$ cat config.mk
export PLATFORM = sky130hd
export DESIGN_NAME = oam_dma_engine_flat
export DESIGN_NICKNAME = d
export VERILOG_FILES = /design/src/rtl/oam_dma_engine_if.sv /design/src/rtl/oam_dma_engine.sv /design/src/flat_wrapper.sv
export SDC_FILE = /design/constraint.sdc
export NUM_CORES = 1
export LEC_CHECK = 0
export CAP_MARGIN = 20
export CORE_UTILIZATION = 43
export DETAILED_ROUTE_END_ITERATION = 6
export GPL_TIMING_DRIVEN = 0
export PLACE_DENSITY = 0.8
export SYNTH_ARGS = -nofsm -noshare
export SYNTH_HDL_FRONTEND = slang
export SYNTH_SLANG_ARGS = --single-unit
export TNS_END_PERCENT = 30
$ cat constraint.sdc
create_clock -name clk -period 2.5 [get_ports clk]
set_input_delay 0.5 -clock clk [delete_from_list [all_inputs] [get_ports clk]]
set_output_delay 0.5 -clock clk [all_outputs]
set_load 0.1 [all_outputs]
$ cat src/rtl/oam_dma_engine_if.sv
// Bus bundle for the OAM DMA engine: CPU register port, source read port,
// OAM write port and the M-cycle tick.
interface oam_dma_engine_if;
  logic        tick;
  logic [15:0] cpu_addr;
  logic [7:0]  cpu_wdata;
  logic        cpu_write_en;
  logic        cpu_read_en;
  logic [7:0]  cpu_rdata;
  logic [15:0] dma_addr;
  logic        dma_read_en;
  logic [7:0]  dma_rdata;
  logic [7:0]  oam_addr;
  logic [7:0]  oam_wdata;
  logic        oam_write_en;
  logic        dma_active;

  // Engine side
  modport slave (
    input  tick, cpu_addr, cpu_wdata, cpu_write_en, cpu_read_en, dma_rdata,
    output cpu_rdata, dma_addr, dma_read_en, oam_addr, oam_wdata,
    oam_write_en, dma_active
  );

  // System / environment side
  modport master (
    output tick, cpu_addr, cpu_wdata, cpu_write_en, cpu_read_en, dma_rdata,
    input  cpu_rdata, dma_addr, dma_read_en, oam_addr, oam_wdata,
    oam_write_en, dma_active
  );
endinterface

$ cat src/rtl/oam_dma_engine.sv
// DMG OAM DMA controller: owns the FF46 source/trigger register and copies
// XFER_LEN bytes from page {src_hi,00} into OAM, one byte per M-cycle tick.
//
// state | meaning
// IDLE  | no transfer, buses released
// DELAY | trigger seen, waiting one M-cycle before moving bytes
// XFER  | reading source byte idx and writing it to OAM on each tick
module oam_dma_engine #(
  parameter logic [15:0] DMA_REG_ADDR = 16'hFF46,
  parameter int          XFER_LEN     = 160,
  parameter logic [7:0]  MIRROR_BASE  = 8'hE0
) (
  input  logic            clk,
  input  logic            reset,
  oam_dma_engine_if.slave bus
);

  typedef enum logic [1:0] {IDLE, DELAY, XFER} state_t;

  localparam logic [7:0] LAST_IDX = 8'(XFER_LEN - 1);

  state_t      state;
  logic [7:0]  src_hi;
  logic [7:0]  idx;
  logic [7:0]  eff_hi;
  logic [15:0] dma_addr_q;
  logic [7:0]  oam_addr_q;
  logic        active_q;
  logic        read_en_q;
  logic        reg_sel;
  logic        trigger;

  assign reg_sel = (bus.cpu_addr == DMA_REG_ADDR);
  assign trigger = bus.cpu_write_en && reg_sel;

  // Echo RAM (E000-FDFF) aliases work RAM 0x2000 lower
  assign eff_hi = (src_hi >= MIRROR_BASE) ? (src_hi - 8'h20) : src_hi;

  assign bus.cpu_rdata    = (bus.cpu_read_en && reg_sel) ? src_hi : 8'hFF;
  // The write strobe follows the tick directly so a byte is committed in the
  // same clk the source data is valid; reset clears state and kills it at once.
  assign bus.oam_write_en = (state == XFER) && bus.tick;
  assign bus.oam_wdata    = bus.dma_rdata;
  assign bus.dma_addr     = dma_addr_q;
  assign bus.oam_addr     = oam_addr_q;
  assign bus.dma_active   = active_q;
  assign bus.dma_read_en  = read_en_q;

  // Transfer FSM with registered bus outputs; a trigger write always wins and
  // restarts from DELAY, even when it lands on the final byte's tick.
  always_ff @(posedge clk or posedge reset) begin
    if (reset) begin
      state      <= IDLE;
      src_hi     <= 8'hFF;
      idx        <= 8'd0;
      dma_addr_q <= 16'h0000;
      oam_addr_q <= 8'd0;
      active_q   <= 1'b0;
      read_en_q  <= 1'b0;
    end else if (trigger) begin
      src_hi    <= bus.cpu_wdata;
      state     <= DELAY;
      idx       <= 8'd0;
      active_q  <= 1'b0;
      read_en_q <= 1'b0;
    end else begin
      case (state)
        IDLE: begin
        end
        DELAY: begin
          if (bus.tick) begin
            state      <= XFER;
            idx        <= 8'd0;
            dma_addr_q <= {eff_hi, 8'h00};
            oam_addr_q <= 8'd0;
            active_q   <= 1'b1;
            read_en_q  <= 1'b1;
          end
        end
        XFER: begin
          if (bus.tick) begin
            if (idx == LAST_IDX) begin
              state     <= IDLE;
              active_q  <= 1'b0;
              read_en_q <= 1'b0;
            end else begin
              idx        <= idx + 8'd1;
              dma_addr_q <= {eff_hi, idx + 8'd1};
              oam_addr_q <= idx + 8'd1;
            end
          end
        end
        default: begin
          state     <= IDLE;
          active_q  <= 1'b0;
          read_en_q <= 1'b0;
        end
      endcase
    end
  end

endmodule

$ cat src/flat_wrapper.sv
// flat-port wrapper written by rule: the top's interface ports become plain ports
module oam_dma_engine_flat 
#(
  parameter logic [15:0] DMA_REG_ADDR = 16'hFF46,
  parameter int          XFER_LEN     = 160,
  parameter logic [7:0]  MIRROR_BASE  = 8'hE0
)
  (clk, reset, bus_tick, bus_cpu_addr, bus_cpu_wdata, bus_cpu_write_en, bus_cpu_read_en, bus_dma_rdata, bus_cpu_rdata, bus_dma_addr, bus_dma_read_en, bus_oam_addr, bus_oam_wdata, bus_oam_write_en, bus_dma_active);
  oam_dma_engine_if bus_i ();
  input  logic clk;
  input  logic reset;
  input wire logic [$bits(bus_i.tick)-1:0] bus_tick;
  input wire logic [$bits(bus_i.cpu_addr)-1:0] bus_cpu_addr;
  input wire logic [$bits(bus_i.cpu_wdata)-1:0] bus_cpu_wdata;
  input wire logic [$bits(bus_i.cpu_write_en)-1:0] bus_cpu_write_en;
  input wire logic [$bits(bus_i.cpu_read_en)-1:0] bus_cpu_read_en;
  input wire logic [$bits(bus_i.dma_rdata)-1:0] bus_dma_rdata;
  output wire logic [$bits(bus_i.cpu_rdata)-1:0] bus_cpu_rdata;
  output wire logic [$bits(bus_i.dma_addr)-1:0] bus_dma_addr;
  output wire logic [$bits(bus_i.dma_read_en)-1:0] bus_dma_read_en;
  output wire logic [$bits(bus_i.oam_addr)-1:0] bus_oam_addr;
  output wire logic [$bits(bus_i.oam_wdata)-1:0] bus_oam_wdata;
  output wire logic [$bits(bus_i.oam_write_en)-1:0] bus_oam_write_en;
  output wire logic [$bits(bus_i.dma_active)-1:0] bus_dma_active;
  assign bus_i.tick = bus_tick;
  assign bus_i.cpu_addr = bus_cpu_addr;
  assign bus_i.cpu_wdata = bus_cpu_wdata;
  assign bus_i.cpu_write_en = bus_cpu_write_en;
  assign bus_i.cpu_read_en = bus_cpu_read_en;
  assign bus_i.dma_rdata = bus_dma_rdata;
  assign bus_cpu_rdata = bus_i.cpu_rdata;
  assign bus_dma_addr = bus_i.dma_addr;
  assign bus_dma_read_en = bus_i.dma_read_en;
  assign bus_oam_addr = bus_i.oam_addr;
  assign bus_oam_wdata = bus_i.oam_wdata;
  assign bus_oam_write_en = bus_i.oam_write_en;
  assign bus_dma_active = bus_i.dma_active;
  oam_dma_engine #(.DMA_REG_ADDR(DMA_REG_ADDR), .XFER_LEN(XFER_LEN), .MIRROR_BASE(MIRROR_BASE)) u_core (.clk(clk), .reset(reset), .bus(bus_i));
endmodule
[Word-level counts from Yosys, hierarchy flattened]
Cells that the tools add are included.
W data, S select, Z words.
Word-level totals
  bits in registers: 43
  bits in latches: 0
  RAM bits: 0
  memory bits (read-only): 0
  input bits: 37
  output and inout bits: 43
  word-level logic and storage cells: 52
  memories kept: 0
Operators by class
  add/subtract/negate cells: 2
  multipliers: 0
  divide/modulo/power cells: 0
  order comparisons: 1
  equality and inequality tests: 12
  shift operators: 0
  multiplexer cells: 21
  bitwise operators: 1
  reductions and logical operators: 9
Operators by type and width (count)
  $mux W16: 3
  $mux W8: 6
  $pmux W16 S2: 1
  $eq A16 B16 Y1 const B: 1
  $pmux W8 S2: 1
  $ne A3 B2 Y1 const B: 4
  $add A8 B1 Y8 const B: 1
  $eq A8 B8 Y1 const B: 1
  $ge A8 B8 Y1 const B: 1
  $mux W2: 4
  $reduce_and A4 Y1: 2
  $sub A8 B6 Y8 const B: 1
  $ne A2 B2 Y1 const B: 3
  $pmux W2 S3: 1
  $reduce_and A5 Y1: 1
  $mux W1: 4
  $logic_and A1 B1 Y1: 3
  $pmux W1 S3: 1
  $reduce_bool A3 Y1: 1
  $eq A2 B1 Y1 const B: 1
  $eq A2 B2 Y1 const B: 1
  $logic_not A2 Y1: 1
  $ne A2 B1 Y1 const B: 1
  $reduce_bool A2 Y1: 1
  $not A1 Y1: 1

[Longest topological paths before layout]
Gate-level depths: netlist of the first run.
  word-level depth: 5
  mapped depth: 8
  mapped depth without buffers: 6

[Least setup slack after synthesis of the first run]
No wires, ideal clock.
  kind: flip-flop to output port
  start: register, netlist name u_core.bus.dma_active
  end: output bus_oam_write_en
  data arrival time: 2359 ps
  required time: 2000 ps
  path slack: -359 ps
  cell stages (with the launch flop): 4
  path buffers: 1
  path through: dfrtp_1 ha_1 clkbuf_1 and2_1
RTL lines
  to (decl): RTL line flat_wrapper.sv:23  | output wire logic [$bits(bus_i.oam_write_en)-1:0] bus_oam_write_en;

[Worst setup path in the final report of the first run]
  start: input bus_cpu_addr[14]
  end: output bus_cpu_rdata[1]
On the way
  cells in the longest elaborated chain, start to end: 3
RTL lines
  from (decl): RTL line flat_wrapper.sv:13  | input wire logic [$bits(bus_i.cpu_addr)-1:0] bus_cpu_addr;
  $eq A16 B16 Y1: RTL line oam_dma_engine.sv:33  | assign reg_sel = (bus.cpu_addr == DMA_REG_ADDR);
  $logic_and A1 B1 Y1: RTL line oam_dma_engine.sv:39  | assign bus.cpu_rdata = (bus.cpu_read_en && reg_sel) ? src_hi : 8'hFF;
  $mux W8: RTL line oam_dma_engine.sv:39
  to (decl): RTL line flat_wrapper.sv:18  | output wire logic [$bits(bus_i.cpu_rdata)-1:0] bus_cpu_rdata;
No other way between the ends.

==> impl_metrics.py, run 1 <==
metrics = {
    "layout": {
        "fin_nets": 316,
        "num_antenna_cells": 0,
        "drive_above_1_share_pct": 33.45,
        "fillers": 318,
        "final_util_pct": 70.01,
        "syn2layout_area_growth_pct": 55.94,
    },
    "sta": {
        "setup_ws_ns": 0.01871,
        "skew_ns": 0.003228,
        "clock.fmax_mhz": 403.0,
        "worstMarginPinSlew_ns": 0.9867,
        "hold_viol_final": 0,
        "slew_headroom_pct": 34.01,
        "period_needed_ns": 2.481,
        "setup-violations-final": 0,
        "setup_tns_ns": 0,
        "period_share_pct": 99.25,
        "slew_violations": 0,
    },
    "die": {
        "rows": 24,
        "die_h_um": 69.66,
        "die_x_um": 69.66,
        "start_util_pct": 44.89,
        "num_io_pins": 80,
        "die_area_mm2": 0.004852,
        "coreArea_mm2": 0.004384,
    },
    "critical_path": {
        "crit_type": "input port to primary output",
        "start_kind": "input port",
        "arrival_ns": 1.98,
        "worstPathRequired_ns": 2.00,
        "endpoint_kind": "primary output",
        "path_max_fanout": 5,
    },
    "drt": {
        "wire_per_inst_um": 13.94,
        "drc": 0,
        "first_iter_violations": 94,
        "first_pass_iters": 4,
        "ant_nets": 0,
        "routed_wl_um": 4559,
        "vias": 1717,
        "vias_per_cell": 5.251,
    },
    "placement": {
        "pre_cts_ws_ns": -1.085,
        "portBuffers": 71,
        "place_hpwl_um": 3153,
        "routabilityCongestion": 0.8206,
    },
    "synthesis": {
        "ys_seq_elements": 34,
        "async_flop_share_pct": 100.0,
        "synth_cell_types": 42,
        "synth.cell_area_mm2": 0.001968,
        "yosys_warnings": 0,
        "syn-num-nets": 226,
        "synth-edff-count": 0,
        "avgSynthCellArea_um2": 10.70,
        "synthCells": 184,
        "synthFlopType": "dfrtp_1",
        "ys_seq_area_share_pct": 43.74,
    },
    "clocking": {
        "clock-sinks": 34,
        "clk_pin_slew_ns": 0.07,
        "cts_root_buffer": "clkbuf_8",
        "cts_buffers": 5,
        "clk_path_buf_depth": 2,
        "hold_buffers": 0,
        "worstSkewPairLatency_ns": 0.29,
        "cts_tree": "built",
        "htreeDepth": 2,
    },
    "global_route": {
        "overflow": 0,
        "antenna_found_initial": 0,
        "grt_pass1_wl_um": 7734,
        "grt_pass1_vias": 1712,
        "grt_max_degree": 24,
        "track_usage_pct": 20.24,
    },
    "pwr": {
        "powerDensity_mw_per_mm2": 409.3,
        "irDropWorstVdd_mv": 0.2188,
        "leakage_nw": 1.443,
    },
    "status": {
        "status": "completed",
    },
    "min_path": {
        "hold_path_class": "flip-flop to flip-flop",
    },
    "flow_run": {
        "maxCapViolCount": 0,
    },
}
cell usage in the layout (no fill, tap or decap), types with 2 or more instances in the layout:
master and n:
clkbuf_8 6, mux2i_1 3, buf_2 4, nand3_1 19, o211ai_1 2, dlymetal6s2s_1 5
and4_1 3, buf_12 6, nor3_1 2, inv_1 11, nor2_1 3, mux2_2 11
dfrtp_1 25, nand2_1 6, dlygate4sd2_1 9, o21a_1 3, a21oi_1 13, a31oi_1 2
or2_4 5, xnor2_1 3, dfstp_2 8, buf_4 29, nand2b_1 2, nand4_1 2
mux2_4 7, o21ai_0 9, buf_6 2, ha_1 5, clkdlybuf4s50_1 48
logic make-up after synthesis:
logic type / synth area share (%)
flops: 43.74
compound gates: 11.70
simple gates: 15.89
buf+inv: 11.00
fa+ha+maj: 3.179
xor+xnor: 1.335
mux: 13.16
stage by stage:
stage          total power, mW  hold slack [ns]  instance area (um^2)  cells
2_1_floorplan           0.6640           0.5015                  1971    184
3_3_place_gp            0.7315           0.4912                  2746    307
3_5_place_dp            0.7386           0.4951                  2774    308
4_1_cts                  1.268           0.5112                  3027    325
5_1_grt                  1.293           0.5339                  3069    327
6_report                 1.256           0.5103                  3069    327
synthesized netlist by cell type (3+ instances only):
master | count | area [um^2]
dfrtp_1 | 26 | 650.6
nand3_1 | 19 | 95.09
buf_4 | 18 | 135.1
a21oi_1 | 13 | 65.06
inv_1 | 11 | 41.29
mux2_2 | 11 | 123.9
o21ai_0 | 9 | 45.04
dfstp_2 | 8 | 210.2
mux2_4 | 7 | 105.1
nand2_1 | 7 | 26.28
ha_1 | 5 | 62.56
or2_2 | 5 | 31.28
and4_1 | 3 | 26.28
mux2i_1 | 3 | 30.03
nor2_1 | 3 | 11.26
o21a_1 | 3 | 22.52
xnor2_1 | 3 | 26.28
layout make-up:
class	instances	area, um^2	area share (%)
Buffer	22	180.2	5.870
Clock buffer	7	86.33	2.813
Clock inverter	1	30.03	0.9784
Inverter	11	41.29	1.345
Multi-Input combinational cell	117	949.7	30.94
Sequential cell	34	862.1	28.09
Tap cell	52	65.06	2.120
Timing Repair Buffer	83	854.6	27.84
critical path: stages:
cell and delay [ns]:
clkdlybuf4s50_1 0.46, and4_1 0.22, and4_1 0.19, buf_6 0.13, nand2_8 0.06, or2_4 0.25, buf_12 0.16
repair_timing:
item	CTS	global route
pin swaps	5	4
gates resized for setup	86	9
endpoints found under the hold margin	0	0
endpoints found under the setup margin	9	19
buffers inserted	9	2
routing by layer:
metal | global-route usage (%) | wire, um | share of wire [%] | up-vias
met1 | 24.67 | 1957 | 43 | 817
li1 | - | - | - | 824
met2 | 35.28 | 2302 | 50 | 71
met4 | 6.000 | 47 | 1.0 | 0
met3 | 5.087 | 251 | 5.5 | 5
met5 | 0 | 0 | 0 | -
flip-flops by register name, summed over array words and instances, names as in the netlist:
name and flops:
u_core.bus.dma_active 1, u_core.bus.dma_addr 9, u_core.bus.oam_addr 7, u_core.idx 8, u_core.src_hi 8, u_core.state 1
power by group:
| part | leakage (nW) | switching (mW) | internal [mW] |
|---|---|---|---|
| sequential | 0.429 | 0.00128 | 0.553 |
| combinational | 0.955 | 0.107 | 0.0709 |
| clock | 0.0585 | 0.199 | 0.325 |
worst paths after layout:
| path | from | to | slack [ns] | depth (start not counted) |
|---|---|---|---|---|
| max in group asynchronous | reset | u_core.src_hi[1]$_DFFE_PP1P_ | 1.35 | 3 |
| hold reg to reg | u_core.bus.dma_addr[15]$_DFFE_PP0P_ | u_core.bus.dma_addr[15]$_DFFE_PP0P_ | 0.51 | 1 |
| hold / removal | u_core.bus.dma_addr[15]$_DFFE_PP0P_ | u_core.bus.dma_addr[15]$_DFFE_PP0P_ | 0.51 | 1 |
| min in group asynchronous | reset | u_core.bus.dma_addr[12]$_DFFE_PP0P_ | 0.56 | 2 |
| setup reg to reg | u_core.idx[0]$_DFFE_PP0P_ | u_core.bus.oam_addr[0]$_DFFE_PP0P_ | 0.27 | 7 |
| setup / recovery | bus_cpu_addr[14] | bus_cpu_rdata[1] | 0.02 | 7 |
Note: power is estimated with default switching activity, not from simulation.
==> run 2: changes to the inputs <==
CORE_UTILIZATION = 40   (was 43)
PLACE_DENSITY = 0.75   (was 0.8)
clock period = 2.8 ns   (was 2.5 ns; I/O delays follow)
==> impl_metrics.py, run 2 (synthesis results as in run 1) <==
metrics = {
    "drt": {
        "vias_per_cell": 4.898,
        "routed_wl_um": 4275,
        "first_iter_violations": 96,
        "first_pass_iters": 4,
        "drc": 0,
        "vias": 1626,
        "wire_per_inst_um": 12.88,
        "ant_nets": 0,
    },
    "layout": {
        "final_common_cell": "clkdlybuf4s50_1",
        "syn2layout_area_growth_pct": 48.32,
        "drive_above_1_share_pct": 30.19,
        "num_antenna_cells": 0,
        "largest_register_ffs": 9,
        "layout_common_cells": "clkdlybuf4s50_1, dfrtp_1, nand3_1",
        "fin_nets": 306,
    },
    "sta": {
        "setup_ws_ns": -0.1822,
        "slew_violations": 0,
        "setup_tns_ns": -0.1968,
        "hold_viol_final": 0,
        "period_needed_ns": 2.982,
        "setup-violations-final": 5,
        "skew_ns": 0.006739,
        "rsz0062_at_grt": "true",
        "clock.fmax_mhz": 335.3,
        "worstMarginPinSlew_ns": 0.9746,
        "period_share_pct": 106.5,
        "slew_headroom_pct": 34.82,
    },
    "critical_path": {
        "worstPathRequired_ns": 2.24,
        "path_max_fanout": 5,
        "start_kind": "input port",
        "endpoint_kind": "primary output",
        "crit_type": "input port to primary output",
        "arrival_ns": 2.42,
    },
    "die": {
        "num_io_pins": 80,
        "die_area_mm2": 0.005205,
        "die_x_um": 72.15,
        "rows": 25,
        "coreArea_mm2": 0.004723,
        "start_util_pct": 41.67,
        "die_h_um": 72.15,
    },
    "flow_run": {
        "maxCapViolCount": 0,
    },
    "clocking": {
        "cts_buffers": 5,
        "clk_path_buf_depth": 2,
        "clk_pin_slew_ns": 0.06,
        "clock-sinks": 34,
        "htreeDepth": 2,
        "worstSkewPairLatency_ns": 0.29,
        "cts_root_buffer": "clkbuf_8",
        "hold_buffers": 0,
        "cts_tree": "built",
    },
    "pwr": {
        "irDropWorstVdd_mv": 0.2381,
        "powerDensity_mw_per_mm2": 352.4,
        "leakage_nw": 1.287,
        "p_total_mw": 1.029,
    },
    "global_route": {
        "grt_pass1_vias": 1477,
        "overflow": 0,
        "grt_pass1_wl_um": 7058,
        "antenna_found_initial": 0,
        "track_usage_pct": 17.61,
        "grt_max_degree": 25,
    },
    "min_path": {
        "hold_path_class": "flip-flop to flip-flop",
    },
    "status": {
        "status": "finished, violations left",
        "violations": "setup timing",
    },
    "placement": {
        "portBuffers": 71,
        "place_hpwl_um": 3155,
        "routabilityCongestion": 0.8306,
        "pre_cts_ws_ns": -0.9191,
    },
}
[run 2: changes by cell type in the layout (fill, tap and decap cells not counted), moves of 3 or more]
cell and change:
clkdlybuf4s50_1 +14, buf_4 -11, dlygate4sd2_1 -8, dlymetal6s2s_1 -5, buf_12 -4, buf_6 +4, or2_2 +4, or2_4 -4
buf_2 -3
[run 2: layer usage]
metal	vias up	global-route usage [%]	wire, um
li1	805	-	-
met1	759	23.55	1916
met2	54	27.73	2079
met3	8	5.000	231
met4	0	5.447	47
met5	-	0	0
[run 2: repair_timing]
action                                  4_1_cts  5_1_grt
setup buffers                                 1        0
gates resized for setup                      48        7
pin swaps                                     2        2
endpoints found under the setup margin        9        9
[run 2: area by class of cell]
class | count | area (um^2)
Timing Repair Buffer | 73 | 749.5
Inverter | 11 | 41.29
Clock buffer | 7 | 86.33
Sequential cell | 34 | 860.8
Multi-Input combinational cell | 117 | 912.1
Buffer | 22 | 180.2
Fill cell | 409 | 1804
Clock inverter | 1 | 5.005
Tap cell | 67 | 83.83
[run 2: final timing paths]
| kind | start | to | slack [ns] | depth (start not counted) |
|---|---|---|---|---|
| worst max-delay path | bus_cpu_addr[14] | bus_cpu_rdata[7] | -0.18 | 6 |
| worst min-delay path | u_core.bus.dma_addr[14]$_DFFE_PP0P_ | u_core.bus.dma_addr[14]$_DFFE_PP0P_ | 0.51 | 1 |
| worst max register to register | u_core.bus.dma_active$_DFFE_PP0P_ | u_core.bus.dma_addr[14]$_DFFE_PP0P_ | 0.56 | 6 |
| worst min register to register | u_core.bus.dma_addr[14]$_DFFE_PP0P_ | u_core.bus.dma_addr[14]$_DFFE_PP0P_ | 0.51 | 1 |
| max in group asynchronous | reset | u_core.src_hi[5]$_DFFE_PP1P_ | 1.63 | 3 |
| min in group asynchronous | reset | u_core.bus.oam_addr[3]$_DFFE_PP0P_ | 0.60 | 2 |
[run 2: worst max-delay path, stage by stage]
cell             delay, ns
clkdlybuf4s50_1       0.39
and4_1                0.21
and4_1                0.21
buf_6                 0.13
nand3_1               0.07
dlygate4sd2_1         0.85
[run 2: power breakdown]
part           switching, mW  leakage, nW  internal, mW
combinational         0.0920        0.808        0.0650
clock                  0.179       0.0482         0.198
sequential           0.00110        0.431         0.494
total                  0.272         1.29         0.757
[run 2: stage by stage]
step	utilization [%]	std cells	area (um^2)	hold WS [ns]
finish	61.80	332	2919	0.5085
global route	61.80	332	2919	0.5190
CTS	61.96	332	2927	0.5112
detailed placement	59.10	323	2791	0.4962
global placement	58.52	322	2764	0.4929
floorplan	-	184	1969	0.5015
